==> config.mk <==
export PLATFORM = sky130hd
export DESIGN_NAME = rf_write_arbiter
export DESIGN_NICKNAME = d
export VERILOG_FILES = /design/src/rtl/rf_arb_pkg.sv /design/src/rtl/rf_scoreboard.sv /design/src/rtl/rf_write_arbiter.sv
export SDC_FILE = /design/constraint.sdc
export NUM_CORES = 1
export LEC_CHECK = 0
export ABC_AREA = 1
export CELL_PAD_IN_SITES_DETAIL_PLACEMENT = 1
export CELL_PAD_IN_SITES_GLOBAL_PLACEMENT = 1
export CORE_MARGIN = 2
export CORE_UTILIZATION = 24
export DETAILED_ROUTE_END_ITERATION = 6
export HOLD_SLACK_MARGIN = 0.06
export PLACE_DENSITY_LB_ADDON = 0.1
export RECOVER_POWER = 50
export SKIP_CTS_REPAIR_TIMING = 1
export SKIP_LAST_GASP = 1
export SLEW_MARGIN = 5
export SYNTH_ARGS = -nofsm -noshare
export SYNTH_HDL_FRONTEND = slang
export SYNTH_SLANG_ARGS = --single-unit
==> constraint.sdc <==
create_clock -name clk -period 1.5 [get_ports clk]
set_input_delay 0.3 -clock clk [delete_from_list [all_inputs] [get_ports clk]]
set_output_delay 0.3 -clock clk [all_outputs]
set_load 0.03 [all_outputs]
==> src/rtl/rf_arb_pkg.sv <==
// Shared constants and types for the register-file write arbiter.
// Included by rf_write_arbiter and rf_scoreboard.
package rf_arb_pkg;

  localparam int RF_DATA_W = 32;
  localparam int RF_ADDR_W = 5;
  localparam int RF_NREGS  = 32;

  typedef struct packed {
    logic [RF_ADDR_W-1:0] rd;
    logic [RF_DATA_W-1:0] data;
  } wb_req_t;

endpackage

==> src/rtl/rf_scoreboard.sv <==
// Pending-write bitmap: one bit per architectural register.
// Set has priority over clear; x0 is never marked busy.
module rf_scoreboard
  import rf_arb_pkg::*;
#(
  parameter int ADDR_W = RF_ADDR_W
) (
  input  logic                 clk,
  input  logic                 rst,
  input  logic                 set_en,
  input  logic [ADDR_W-1:0]    set_idx,
  input  logic                 clr_en,
  input  logic [ADDR_W-1:0]    clr_idx,
  output logic [RF_NREGS-1:0]  busy
);

  logic [RF_NREGS-1:0] set_mask;
  logic [RF_NREGS-1:0] clr_mask;
  logic [RF_NREGS-1:0] busy_nxt;

  // Build set/clear masks and merge them, set winning on collision
  always_comb begin
    set_mask = '0;
    clr_mask = '0;
    if (set_en && set_idx != '0)
      set_mask[set_idx] = 1'b1;
    if (clr_en && clr_idx != '0)
      clr_mask[clr_idx] = 1'b1;
    busy_nxt    = (busy & ~clr_mask) | set_mask;
    busy_nxt[0] = 1'b0;
  end

  // Bitmap register, cleared by reset
  always_ff @(posedge clk) begin
    if (rst)
      busy <= '0;
    else
      busy <= busy_nxt;
  end

endmodule

==> src/rtl/rf_write_arbiter.sv <==
// Round-robin arbiter sharing the RF write port between ALU and load unit.
// Define RF_ARB_SCOREBOARD_EN to build the pending-write scoreboard.
module rf_write_arbiter
  import rf_arb_pkg::*;
#(
  parameter int DATA_W = RF_DATA_W,
  parameter int ADDR_W = RF_ADDR_W
) (
  input  logic                clk,
  input  logic                rst,
  input  logic                wb0_valid,
  input  logic [ADDR_W-1:0]   wb0_rd,
  input  logic [DATA_W-1:0]   wb0_data,
  output logic                wb0_ready,
  input  logic                wb1_valid,
  input  logic [ADDR_W-1:0]   wb1_rd,
  input  logic [DATA_W-1:0]   wb1_data,
  output logic                wb1_ready,
  input  logic                hold,
  input  logic                rsv_en,
  input  logic [ADDR_W-1:0]   rsv_rd,
  output logic                Ruwr,
  output logic [ADDR_W-1:0]   rd,
  output logic [DATA_W-1:0]   datawrite,
  output logic [RF_NREGS-1:0] busy
);

  typedef struct packed {
    logic [ADDR_W-1:0] rd;
    logic [DATA_W-1:0] data;
  } req_t;

  // last = port granted most recently; the other port wins a tie
  logic last;
  logic open;
  logic xfer;
  logic wen;
  req_t win;

  assign open = !rst && !hold;

  assign wb0_ready = open && wb0_valid
                  && (!wb1_valid || last);
  assign wb1_ready = open && wb1_valid
                  && (!wb0_valid || !last);

  // Select the granted request and decide if it reaches the RF
  always_comb begin
    xfer = wb0_ready || wb1_ready;
    if (wb0_ready)
      win = '{rd: wb0_rd, data: wb0_data};
    else
      win = '{rd: wb1_rd, data: wb1_data};
    wen = xfer && (win.rd != '0);
  end

  // Round-robin pointer, moves only on a transfer
  always_ff @(posedge clk) begin
    if (rst)
      last <= 1'b1;
    else if (xfer)
      last <= wb1_ready;
  end

  // Registered write triple toward the register file
  always_ff @(posedge clk) begin
    if (rst) begin
      Ruwr      <= 1'b0;
      rd        <= '0;
      datawrite <= '0;
    end else begin
      Ruwr <= wen;
      if (xfer) begin
        rd        <= win.rd;
        datawrite <= win.data;
      end
    end
  end

`ifdef RF_ARB_SCOREBOARD_EN
  rf_scoreboard #(
    .ADDR_W (ADDR_W)
  ) u_sb (
    .clk     (clk),
    .rst     (rst),
    .set_en  (rsv_en),
    .set_idx (rsv_rd),
    .clr_en  (wen),
    .clr_idx (win.rd),
    .busy    (busy)
  );
`else
  logic unused_rsv;
  assign unused_rsv = ^{rsv_en, rsv_rd};
  assign busy = '0;
`endif

endmodule

=== Yosys cells after proc, flatten, opt, wreduce, memory -nomap -nowiden ===
Index checks and enable logic that the tools add are counted.
Widths: inputs -> output; s select.

* Register bits: 39
* Latch bits: 0
* RAM bits: 0
* ROM bits: 0
* Input bits: 85
* Output and inout bits: 72
* Logic and storage cells: 20
* Memories kept: 0

* $add $sub $neg: 0
* $mul: 0
* Div/mod/pow operators: 0
* Order comparisons: 0
* Equal/unequal tests: 0
* Shifts and indexed selects: 0
* Multiplexer cells: 1
* Bitwise gates (word level): 0
* Reduce and logical (&&, ||, !) cells: 15

{| class="wikitable"
|+ Operators with widths
! cell !! number
|-
| $mux 37 || 1
|-
| $logic_and 1x1->1 || 6
|-
| $logic_not 1->1 || 5
|-
| $reduce_bool 5->1 || 1
|-
| $logic_or 1x1->1 || 3
|}

=== Logic depth before layout (Yosys ltp) ===
Gate-level depths: netlist of the first run.

* Word-level depth: 7
* Mapped depth: 9
* Mapped depth without buffers: 8

=== Least setup slack after synthesis of the first run ===
No wires, ideal clock.

* Kind: input to output
* Start point: in rst
* End point: out wb0_ready
* Arrival: 1091 ps
* Data required time: 1200 ps
* Slack: 109 ps
* Stages: 5
* Path through: buf_6 nor2_8 nand3_4 clkbuf_2 inv_1

* Cells in the longest elaborated chain, start to end: 4

{| class="wikitable"
|+ RTL lines
! item !! RTL line !! text
|-
| start, declared || rf_write_arbiter.sv:10 || <nowiki>input logic rst,</nowiki>
|-
| $logic_not 1->1 || rf_write_arbiter.sv:40 || <nowiki>assign open = !rst && !hold;</nowiki>
|-
| $logic_and 1x1->1 || rf_write_arbiter.sv:40 ||
|-
| $logic_and 1x1->1 || rf_write_arbiter.sv:42 || <nowiki>assign wb0_ready = open && wb0_valid</nowiki>
|-
| $logic_and 1x1->1 || rf_write_arbiter.sv:43 || <nowiki>&& (!wb1_valid || last);</nowiki>
|-
| end, declared || rf_write_arbiter.sv:14 || <nowiki>output logic wb0_ready,</nowiki>
|}

Every way passes these cells.

=== Final worst setup path of the first run ===
* Start point: reg last
* End point: out wb0_ready

* Cells in the longest elaborated chain, start to end: 2

{| class="wikitable"
|+ RTL lines
! item !! RTL line !! text
|-
| start, declared || rf_write_arbiter.sv:34 || <nowiki>logic last;</nowiki>
|-
| start signal, assigned || rf_write_arbiter.sv:62 || <nowiki>last <= wb1_ready;</nowiki>
|-
| $logic_or 1x1->1 || rf_write_arbiter.sv:43 ||
|-
| $logic_and 1x1->1 || rf_write_arbiter.sv:43 ||
|}

Every way passes these cells.

==> flow_summary.yaml, run 1 <==
worst_hold_path:
  worstHoldEndpoint: "datawrite[31]"
  hp-class: "register to register"
  min_path_cells: 2
  min-delay-start: "datawrite[31]"
die:
  placement_rows: 35
  ios: 157
  die_height_um: 101
  chipWidth_um: 101
  start_util_pct: 24.7
  die_area_um2: 10300
  floorplan.core_area_um2: 9200
layout:
  antenna_cells_inserted: 0
  drive_above_1_share_pct: 19.3
  areaGrowthSynthToFinish_pct: 66.3
  nNetsFinal: 513
  layout.cells.most_common_list: "sky130_fd_sc_hd__clkdlybuf4s50_1, sky130_fd_sc_hd__o21ai_1, sky130_fd_sc_hd__inv_1"
  post-route-cell-area_um2: 3780
  instances_no_fill: 540
  finished_core_util_pct: 41.1
  final_common_cell: "sky130_fd_sc_hd__clkdlybuf4s50_1"
clock_network:
  clock_insertion_delay_worst_skew_ns: 0.29
  clk_pin_slew_ns: 0.08
  numClockSinks: 39
  cts-htree-levels: 2
  clockBufferDepth: 2
  cts_root_buffer: "sky130_fd_sc_hd__clkbuf_8"
  tritoncts.num_buffers: 5
  clock_tree_from_tritoncts: "yes"
synth:
  synth.top_cells.by_area: "sky130_fd_sc_hd__dfxtp_1, sky130_fd_sc_hd__o21ai_1, sky130_fd_sc_hd__buf_4"
  synthesis_stage_register_bit_count: 39
  synthDominantCellAreaShare_pct: 34.3
  ys_seq_area_share_pct: 34.3
  post_synth_inst_count: 297
  synth_area_per_cell_um2: 7.65
  synth_top_cell_by_area: "sky130_fd_sc_hd__dfxtp_1"
  yosys.cell_types.count: 24
  post_synth_instance_area_um2: 2270
  yosys_warnings: 0
worst_setup_path:
  endpoint_class_of_the_critical_path: "output port"
  critical_path_arrival_ns: 1.21
  worst-setup-path-type: "register to output port"
  cp_startpoint_kind: "register"
  worst-r2r-cell-count: 8
  regToRegSetupSlack_ns: 0.13
  worstPathMaxFanout: 6
  endpoint_of_the_most_critical_register_to_register_path: "datawrite[20]"
  critical_path_required_ns: 1.20
  reg2reg_from: "last"
  worst_setup_path_startpoint: "last"
detailed_routing:
  drc: 0
  routed_wire_length_um: 7270
  drt-wirelength-per-cell_um: 13.5
  detail_route.vias_per_cell: 4.19
  dr_total_vias: 2263
  number_of_violations_reported_at_the_end_of_detailed_routing_iteration_0: 47
  final_antenna_net_count: 0
  detailedRoute.firstPassIterationCount: 6
timing:
  grt_setup_unrepaired: "yes"
  period_share_pct: 101
  timing_max_transition_violations_final: 0
  min_period_ns: 1.51
  setup_viol: 1
  postLayoutSetupSlackWorst_ns: -0.00892
  timing.clock.skew_ns: 0.00743
  clock.fmax_mhz: 663
  finalSetupTns_ns: -0.00892
  timing_hold_violations_final: 0
grt:
  grt-ovfl-total: 0
  first_global_vias: 2201
  track_usage_pct: 13.5
  grt_start_max_net_pins: 35
  grt_first_pass_wirelength_um: 10900
  antenna_found_initial: 0
place:
  dpl_cell_area_um2: 3500
  hpwlAfterDp_um: 5400
  dpl.cell_count: 525
  io_buffers: 118
  gp_routability_congestion: 0.723
outcome:
  run_status: "finished, violations left"
  failed_checks: "negative setup slack"
power_and_ir_drop:
  power.density_nw_per_um2: 785
  p_leak_nw: 2.22
  peakVddDrop_mv: 0.327
  post-layout-total-power_w: 0.00297
job:
  timing.max_cap.violations: 0
[cell families after synthesis]
family | synth area share (%)
compound gates | 27.4
buf+inv | 24.5
simple gates | 13.6
flops | 34.3
other cells | 0.165
[final cells by class]
cell class	count	area, um^2
well taps	111	139
clock buffers	6	82.6
clock inverters	2	35.0
repair buffers	143	1520
fillers	1108	5420
flip-flops and latches	39	781
inverters	45	174
multi-input cells	194	1050
[how the worst max path moves through the flow]
stage	to	slack [ns]	depth (start not counted)
global placement	Ruwr	-0.31	7
CTS	wb0_ready	-0.30	5
detailed placement	datawrite[21]	-0.34	8
finish	wb0_ready	-0.009	5
global route	wb0_ready	-0.12	5
floorplan	wb0_ready	0.11	5
[metrics by stage]
stage | setup WS [ns] | hold WS, ns
final | -0.00892 | 0.462
after global routing | -0.123 | 0.479
after CTS | -0.302 | 0.468
after detailed placement | -0.336 | 0.455
after global placement | -0.311 | 0.450
after floorplan | 0.109 | 0.484
[cells in the mapped netlist]
library cell,n
sky130_fd_sc_hd__a21oi_2,19
sky130_fd_sc_hd__buf_4,33
sky130_fd_sc_hd__o211ai_1,1
sky130_fd_sc_hd__conb_1,1
sky130_fd_sc_hd__nor2_1,2
sky130_fd_sc_hd__buf_6,7
sky130_fd_sc_hd__nand4_1,3
sky130_fd_sc_hd__o21ai_2,1
sky130_fd_sc_hd__dfxtp_1,39
sky130_fd_sc_hd__inv_1,44
sky130_fd_sc_hd__nand3_1,1
sky130_fd_sc_hd__clkbuf_2,1
sky130_fd_sc_hd__nand3_4,2
sky130_fd_sc_hd__a21oi_1,18
sky130_fd_sc_hd__o21ai_1,56
sky130_fd_sc_hd__clkbuf_1,3
sky130_fd_sc_hd__buf_2,5
sky130_fd_sc_hd__clkinv_4,1
sky130_fd_sc_hd__buf_8,1
sky130_fd_sc_hd__nor2_8,1
sky130_fd_sc_hd__nand2_4,1
sky130_fd_sc_hd__o21ai_0,14
sky130_fd_sc_hd__nand2_2,20
sky130_fd_sc_hd__nand2_1,23
[metal layers]
| metal | global-route usage, % | vias up | part of all wire, % |
|---|---|---|---|
| met5 | 0 | - | 0 |
| met4 | 3.74 | 0 | 0.82 |
| met3 | 3.04 | 4 | 6.7 |
| met2 | 22.7 | 85 | 47 |
| met1 | 17.4 | 1022 | 45 |
| li1 | - | 1152 | - |
[state kept, by name (all words and copies together) (netlist names)]
register	count
Ruwr	1
last	1
rd	5
datawrite	32
[power breakdown]
| group | switching, W | internal (W) | total, W |
|---|---|---|---|
| Combinational | 0.000494 | 0.000412 | 0.000906 |
| Sequential | 0.0000362 | 0.00110 | 0.00114 |
| Clock | 0.000385 | 0.000539 | 0.000924 |
[worst max-delay path, cell delays in order (launching register included)]
cell	delay (ns)
sky130_fd_sc_hd__dfxtp_1	0.36
sky130_fd_sc_hd__inv_1	0.07
sky130_fd_sc_hd__nand2_2	0.10
sky130_fd_sc_hd__nand3_4	0.11
sky130_fd_sc_hd__inv_1	0.12
sky130_fd_sc_hd__buf_4	0.17
Power figures use the tool's default switching activity.
==> inputs of run 2 (changes only) <==
--- a/config.mk
+++ b/config.mk
@@ -8,10 +8,8 @@
 export ABC_AREA = 1
 export CELL_PAD_IN_SITES_DETAIL_PLACEMENT = 1
 export CELL_PAD_IN_SITES_GLOBAL_PLACEMENT = 1
-export CORE_MARGIN = 2
 export CORE_UTILIZATION = 24
 export DETAILED_ROUTE_END_ITERATION = 6
-export HOLD_SLACK_MARGIN = 0.06
 export PLACE_DENSITY_LB_ADDON = 0.1
 export RECOVER_POWER = 50
 export SKIP_CTS_REPAIR_TIMING = 1
==> run 2 against run 1 <==
  * The flow now finishes without violations
  * Critical path depth is the same
  * Hold slack better by 0.0056 ns
  * Largest cell class unchanged
  * Utilization fell by 4.0 points
  * Combinational power shrank 8.2%
  * Flip-flop and latch count unchanged
  * Global-route usage grew 0.56 points
  * Clock skew is essentially flat
==> flow_summary.yaml, run 2 (synthesis gave the netlist of run 1 again) <==
clock_network:
  clock_insertion_delay_worst_skew_ns: 0.29
  clk_pin_slew_ns: 0.08
  cts_root_buffer: "sky130_fd_sc_hd__clkbuf_8"
  clockBufferDepth: 2
  clock_tree_from_tritoncts: "yes"
  numClockSinks: 39
  cts-htree-levels: 2
  tritoncts.num_buffers: 5
worst_setup_path:
  worst_setup_path_startpoint: "last"
  regToRegSetupSlack_ns: 0.15
  cp_startpoint_kind: "register"
  timing.critical_path.depth: 5
  max_stage_delay_ns: 0.34
  reg2reg_from: "last"
  crit_path_top_delay_cell: "sky130_fd_sc_hd__dfxtp_2"
  worst_path_most_repeated_cell: "sky130_fd_sc_hd__inv_1"
  worstPathMaxFanout: 10
  worst-r2r-cell-count: 9
  critical_path_arrival_ns: 1.19
  worst-setup-path-type: "register to output port"
  endpoint_of_the_most_critical_register_to_register_path: "datawrite[20]"
  critical_path_required_ns: 1.20
  cp.buffers_inverters: 3
  endpoint_class_of_the_critical_path: "output port"
  crit_chain: "inv_1 -> nand2_2 -> nand3_4 -> inv_1 -> buf_4"
  path_delay_family: "buffers and inverters"
  worst_setup_path_endpoint: "wb0_ready"
timing:
  timing_hold_violations_final: 0
  period_share_pct: 99.1
  timing.max_slew.rel_slack_pct: 63.4
  setup_viol: 0
  clock.fmax_mhz: 673
  grt_setup_unrepaired: "yes"
  postLayoutSetupSlackWorst_ns: 0.0140
  max_slew.worst_pin.slew_ns: 0.549
  timing.clock.skew_ns: 0.00768
  timing_max_transition_violations_final: 0
  min_period_ns: 1.49
detailed_routing:
  drt-wirelength-per-cell_um: 12.9
  m1WireLength_um: 3350
  final_antenna_net_count: 0
  dr_total_vias: 2258
  detail_route.vias_per_cell: 4.20
  drc: 0
  number_of_violations_reported_at_the_end_of_detailed_routing_iteration_0: 32
  routed_wire_length_um: 6960
  detailedRoute.firstPassIterationCount: 3
  wl_met3_um: 416
  maxUsedRoutingLayer: "met4"
  met2_length_um: 3150
layout:
  filler_cell_count: 1148
  drive_above_1_share_pct: 19.2
  final_common_cell: "sky130_fd_sc_hd__clkdlybuf4s50_1"
  layout.cells.most_common_list: "sky130_fd_sc_hd__clkdlybuf4s50_1, sky130_fd_sc_hd__o21ai_1, sky130_fd_sc_hd__inv_1"
  top_regs: "datawrite (32), rd (5)"
  largest_register_ffs: 32
  nNetsFinal: 511
  finished_core_util_pct: 37.1
  antenna_cells_inserted: 0
  areaGrowthSynthToFinish_pct: 50.1
  largest_register: "datawrite"
die:
  chipWidth_um: 99.3
  ios: 157
  placement_rows: 35
  floorplan.core_area_um2: 9200
  start_util_pct: 24.7
  die_height_um: 99.3
  die_area_um2: 9870
place:
  hpwlAfterDp_um: 5070
  io_buffers: 118
  gp_routability_congestion: 0.722
  pre_cts_ws_ns: -0.377
job:
  timing.max_cap.violations: 0
grt:
  grt_first_pass_wirelength_um: 11100
  track_usage_pct: 14.1
  first_global_vias: 2273
  antenna_found_initial: 0
  grt_start_max_net_pins: 34
  grt-ovfl-total: 0
power_and_ir_drop:
  peakVddDrop_mv: 0.266
  p_leak_nw: 1.48
  power.density_nw_per_um2: 815
worst_hold_path:
  hp-class: "register to register"
outcome:
  run_status: "finished, final reports clean"
-- run 2: stage by stage --
stage,hold slack (ns),instances,total power [W],area (um^2),TNS [ns]
floorplan,0.484,328,0.00172,2390,0
global placement,0.452,523,0.00206,3470,-10.78
detailed placement,0.456,523,0.00207,3470,-11.72
CTS,0.456,531,0.00290,3580,-5.50
global route,0.489,538,0.00293,3410,-0.0870
finish,0.467,538,0.00278,3410,0
-- run 2: worst min path at each step --
stage	from	end	slack, ns	cells after the start
floorplan	wb0_data[22]	datawrite[22]	0.48	2
CTS	rst	last	0.46	4
global route	datawrite[17]	datawrite[17]	0.49	2
detailed placement	datawrite[19]	datawrite[19]	0.46	2
global placement	datawrite[28]	datawrite[28]	0.45	2
finish	datawrite[19]	datawrite[19]	0.47	2
-- run 2: worst register-to-register path, delay by kind of cell, from the launching register on --
family                 cells  cell delay [ns]
AOI/OAI and AO/OA          1             0.05
buffers and inverters      4             0.46
DFF                        1             0.34
and+or+nand+nor            4             0.35
-- run 2: cell type report --
class | instances | area (um^2) | share of cell area, %
clock buffer | 7 | 96.3 | 2.82
clock inverter | 1 | 7.51 | 0.220
inverter | 45 | 174 | 5.10
multi-input combinational | 194 | 1050 | 30.9
sequential | 39 | 782 | 22.9
tap | 111 | 139 | 4.07
timing repair buffer | 141 | 1160 | 34.0
-- run 2: power breakdown --
group / internal, W / total, W / leakage, nW / switching (W)
sequential: 0.00110 / 0.00114 / 0.319 / 0.0000375
clock: 0.000419 / 0.000810 / 0.0505 / 0.000391
combinational: 0.000339 / 0.000832 / 1.11 / 0.000493
-- run 2: per-layer routing --
layer | global-route usage [%] | up-vias
met5 | 0 | -
met4 | 3.05 | 0
met3 | 3.02 | 2
met2 | 24.1 | 86
met1 | 18.1 | 1024
li1 | - | 1146
==> inputs of run 3 (changes only) <==
--- a/config.mk
+++ b/config.mk
@@ -5,7 +5,6 @@
 export SDC_FILE = /design/constraint.sdc
 export NUM_CORES = 1
 export LEC_CHECK = 0
-export ABC_AREA = 1
 export CELL_PAD_IN_SITES_DETAIL_PLACEMENT = 1
 export CELL_PAD_IN_SITES_GLOBAL_PLACEMENT = 1
 export CORE_UTILIZATION = 24
==> constraint.sdc (replaced) <==
create_clock -name clk -period 1.5 [get_ports clk]
set_input_delay 0.375 -clock clk [delete_from_list [all_inputs] [get_ports clk]]
set_output_delay 0.375 -clock clk [all_outputs]
set_load 0.03 [all_outputs]
==> run 3 against run 2 <==
  * First-iteration DRC count increased to 2.5 times the previous value
  * Clock power down 2%
  * Maximum frequency down 15%
  * Total power is 3.8% higher
  * Sequential power about the same
  * Count of clock-buffer cells in the layout rose by 1
  * Utilization grew 4.7 points
  * Non-clock buffer count grew 7
  * Largest power group unchanged
  * Clock skew down 0.0023 ns
  * Via count grew 20%
  * Highest routed layer unchanged
  * The run now ends with negative setup slack left
  * Synthesized cell count fell by 7.4%
  * Worst setup slack lost 0.27 ns
==> flow_summary.yaml, run 3 <==
outcome:
  run_status: "finished, violations left"
  failed_checks: "negative setup slack"
timing:
  min_period_ns: 1.76
  final.hold.worst_slack_ns: 0.496
  setup_viol: 3
  clock.fmax_mhz: 569
  finalSetupTns_ns: -0.488
  postLayoutSetupSlackWorst_ns: -0.257
  grt_setup_unrepaired: "yes"
  timing.clock.skew_ns: 0.00535
  period_share_pct: 117
  timing_max_transition_violations_final: 0
  timing_hold_violations_final: 0
worst_hold_path:
  min_path_cells: 2
  hp-class: "register to register"
  worstHoldEndpoint: "rd[4]"
  min-delay-start: "rd[4]"
grt:
  grt_first_pass_wirelength_um: 15200
  track_usage_pct: 19.8
  gr-max-usage-layer: "met2"
  grt_use_met2_pct: 35.2
  first_global_vias: 2893
  antenna_found_initial: 0
  grt.met1_usage_pct: 25.3
  grt_util_met3_pct: 3.05
  grt-ovfl-total: 0
  grt_start_max_net_pins: 39
worst_setup_path:
  worst-setup-path-type: "register to output port"
  regToRegSetupSlack_ns: -0.01
  critical_path_required_ns: 1.12
  worst_setup_path_startpoint: "last"
  cp.buffers_inverters: 2
  cp_startpoint_kind: "register"
  reg2reg_from: "last"
  crit_path_top_delay_cell: "sky130_fd_sc_hd__a211o_4"
  endpoint_of_the_most_critical_register_to_register_path: "datawrite[0]"
  crit_chain: "buf_6 -> a211o_4 -> nor2_4 -> buf_12"
  worst-r2r-cell-count: 6
  path_delay_family: "compound AO/OA/AOI/OAI gates"
  endpoint_class_of_the_critical_path: "output port"
  worstPathMaxFanout: 4
  max_stage_delay_ns: 0.36
  critical_path_arrival_ns: 1.38
layout:
  antenna_cells_inserted: 0
  nNetsFinal: 475
  largest_register_ffs: 32
  instances_no_fill: 499
  final_common_cell: "sky130_fd_sc_hd__clkdlybuf4s50_1"
  areaGrowthSynthToFinish_pct: 65.9
  drive_above_1_share_pct: 19.2
  layout.cells.most_common_list: "sky130_fd_sc_hd__clkdlybuf4s50_1, sky130_fd_sc_hd__dfxtp_1, sky130_fd_sc_hd__nand4_1, sky130_fd_sc_hd__nor4_1, sky130_fd_sc_hd__a311oi_1"
  finished_core_util_pct: 41.8
  top_regs: "datawrite (32), rd (5)"
  largest_register: "datawrite"
synth:
  post_synth_instance_area_um2: 2240
  synth-edff-count: 0
  post_synth_inst_count: 275
  synth_area_per_cell_um2: 8.14
  dominantRegCellSynth: "sky130_fd_sc_hd__dfxtp_1"
  yosys_warnings: 0
  synth_most_common_cell: "sky130_fd_sc_hd__dfxtp_1"
  yosys.cell_types.count: 20
  ys_seq_area_share_pct: 34.9
  postSynth.asyncResetShare_pct: 0
  synth_top_cell_by_area: "sky130_fd_sc_hd__dfxtp_1"
  synthesis_stage_register_bit_count: 39
  synthDominantCellAreaShare_pct: 34.9
  synth.top_cells.by_area: "sky130_fd_sc_hd__dfxtp_1, sky130_fd_sc_hd__a311oi_1, sky130_fd_sc_hd__buf_4"
  post_synth_most_frequent_cells: "sky130_fd_sc_hd__dfxtp_1, sky130_fd_sc_hd__a311oi_1, sky130_fd_sc_hd__nand4_1, sky130_fd_sc_hd__nor4_1, sky130_fd_sc_hd__clkbuf_1"
detailed_routing:
  dr_total_vias: 2708
  final_antenna_net_count: 0
  number_of_violations_reported_at_the_end_of_detailed_routing_iteration_0: 80
  drc: 0
  routed_wire_length_um: 9610
  drt-wirelength-per-cell_um: 19.3
  detailedRoute.firstPassIterationCount: 4
  detail_route.vias_per_cell: 5.43
place:
  io_buffers: 118
  gp_routability_congestion: 0.727
  hpwlAfterDp_um: 6440
  dpl.cell_count: 489
die:
  die_area_um2: 9720
  placement_rows: 34
  floorplan.core_area_um2: 8890
  start_util_pct: 25.2
  chipWidth_um: 98.6
  die_height_um: 98.6
  ios: 157
job:
  timing.max_cap.violations: 0
power_and_ir_drop:
  power.density_nw_per_um2: 778
  sw_frac_of_total_pct: 33.9
  p_leak_nw: 1.44
  power.net_switching_w: 0.000979
  peakVddDrop_mv: 0.288
  power_frac_clock_pct: 27.4
  cellInternalPower_w: 0.00191
  seq_power_share_pct: 39.7
  power_frac_comb_pct: 32.9
clock_network:
  clockBufferDepth: 2
  cts-htree-levels: 2
  clk_pin_slew_ns: 0.08
  tritoncts.num_buffers: 5
  numClockSinks: 39
  clock_insertion_delay_worst_skew_ns: 0.28
  clock_tree_from_tritoncts: "yes"
  cts_root_buffer: "sky130_fd_sc_hd__clkbuf_8"
## run 3: cell count changes in the layout (fill, tap and decap cells not counted), moves of 21 or more
| cell | change |
|---|---|
| sky130_fd_sc_hd__a311oi_1 | +35 |
| sky130_fd_sc_hd__inv_1 | -42 |
| sky130_fd_sc_hd__nand2_1 | -21 |
| sky130_fd_sc_hd__nand2_2 | -21 |
| sky130_fd_sc_hd__nand4_1 | +34 |
| sky130_fd_sc_hd__nor4_1 | +37 |
| sky130_fd_sc_hd__o21ai_1 | -47 |
## run 3: how the worst max path moves through the flow
| stage | cells past startpoint | to |
|---|---|---|
| 2_1_floorplan | 5 | wb0_ready |
| 3_3_place_gp | 5 | wb0_ready |
| 3_5_place_dp | 5 | wb0_ready |
| 4_1_cts | 5 | wb0_ready |
| 5_1_grt | 4 | wb1_ready |
| 6_report | 4 | wb1_ready |
## run 3: per-layer routing
| layer | routed length (um) | vias up |
|---|---|---|
| met5 | 0 | - |
| met2 | 4750 | 100 |
| met4 | 49 | 0 |
| met3 | 477 | 2 |
| met1 | 4330 | 1334 |
| li1 | - | 1272 |
## run 3: area by class of cell
cell class              instances  area [um^2]
clock buffers                   8          100
fillers                      1042         5180
inverters                       3         18.8
multi-input cells             193         1320
flip-flops and latches         39          782
well taps                     108          135
repair buffers                148         1360
## run 3: power by group through the flow
stage	registers [W]	logic (W)	clock network [W]
after global routing	0.00115	0.00101	0.000860
after detailed placement	0.00116	0.000961	0
after global placement	0.00116	0.000958	0
after CTS	0.00114	0.000965	0.000826
final	0.00115	0.000952	0.000791
after floorplan	0.00129	0.000400	0
## run 3: kinds of logic after synthesis
kind of cell,share of synthesized area [%]
other,0.168
buffers and inverters,18.0
AOI/OAI and AO/OA,23.9
and+or+nand+nor,23.0
DFF,34.9
## run 3: through the flow
step	instance area (um^2)	power, W	worst slack (ns)
5_1_grt	3710	0.00302	-0.296
4_1_cts	3670	0.00293	-0.819
6_report	3710	0.00289	-0.257
2_1_floorplan	2380	0.00169	-0.152
3_3_place_gp	3570	0.00212	-0.799
3_5_place_dp	3570	0.00212	-0.813
## run 3: worst reg2reg max path, stage by stage (launching register included)
cell and delay (ns):
sky130_fd_sc_hd__dfxtp_2 0.34, sky130_fd_sc_hd__buf_6 0.12, sky130_fd_sc_hd__a211o_4 0.36, sky130_fd_sc_hd__buf_4 0.16, sky130_fd_sc_hd__buf_8 0.15, sky130_fd_sc_hd__o21ai_4 0.15, sky130_fd_sc_hd__a311oi_2 0.10
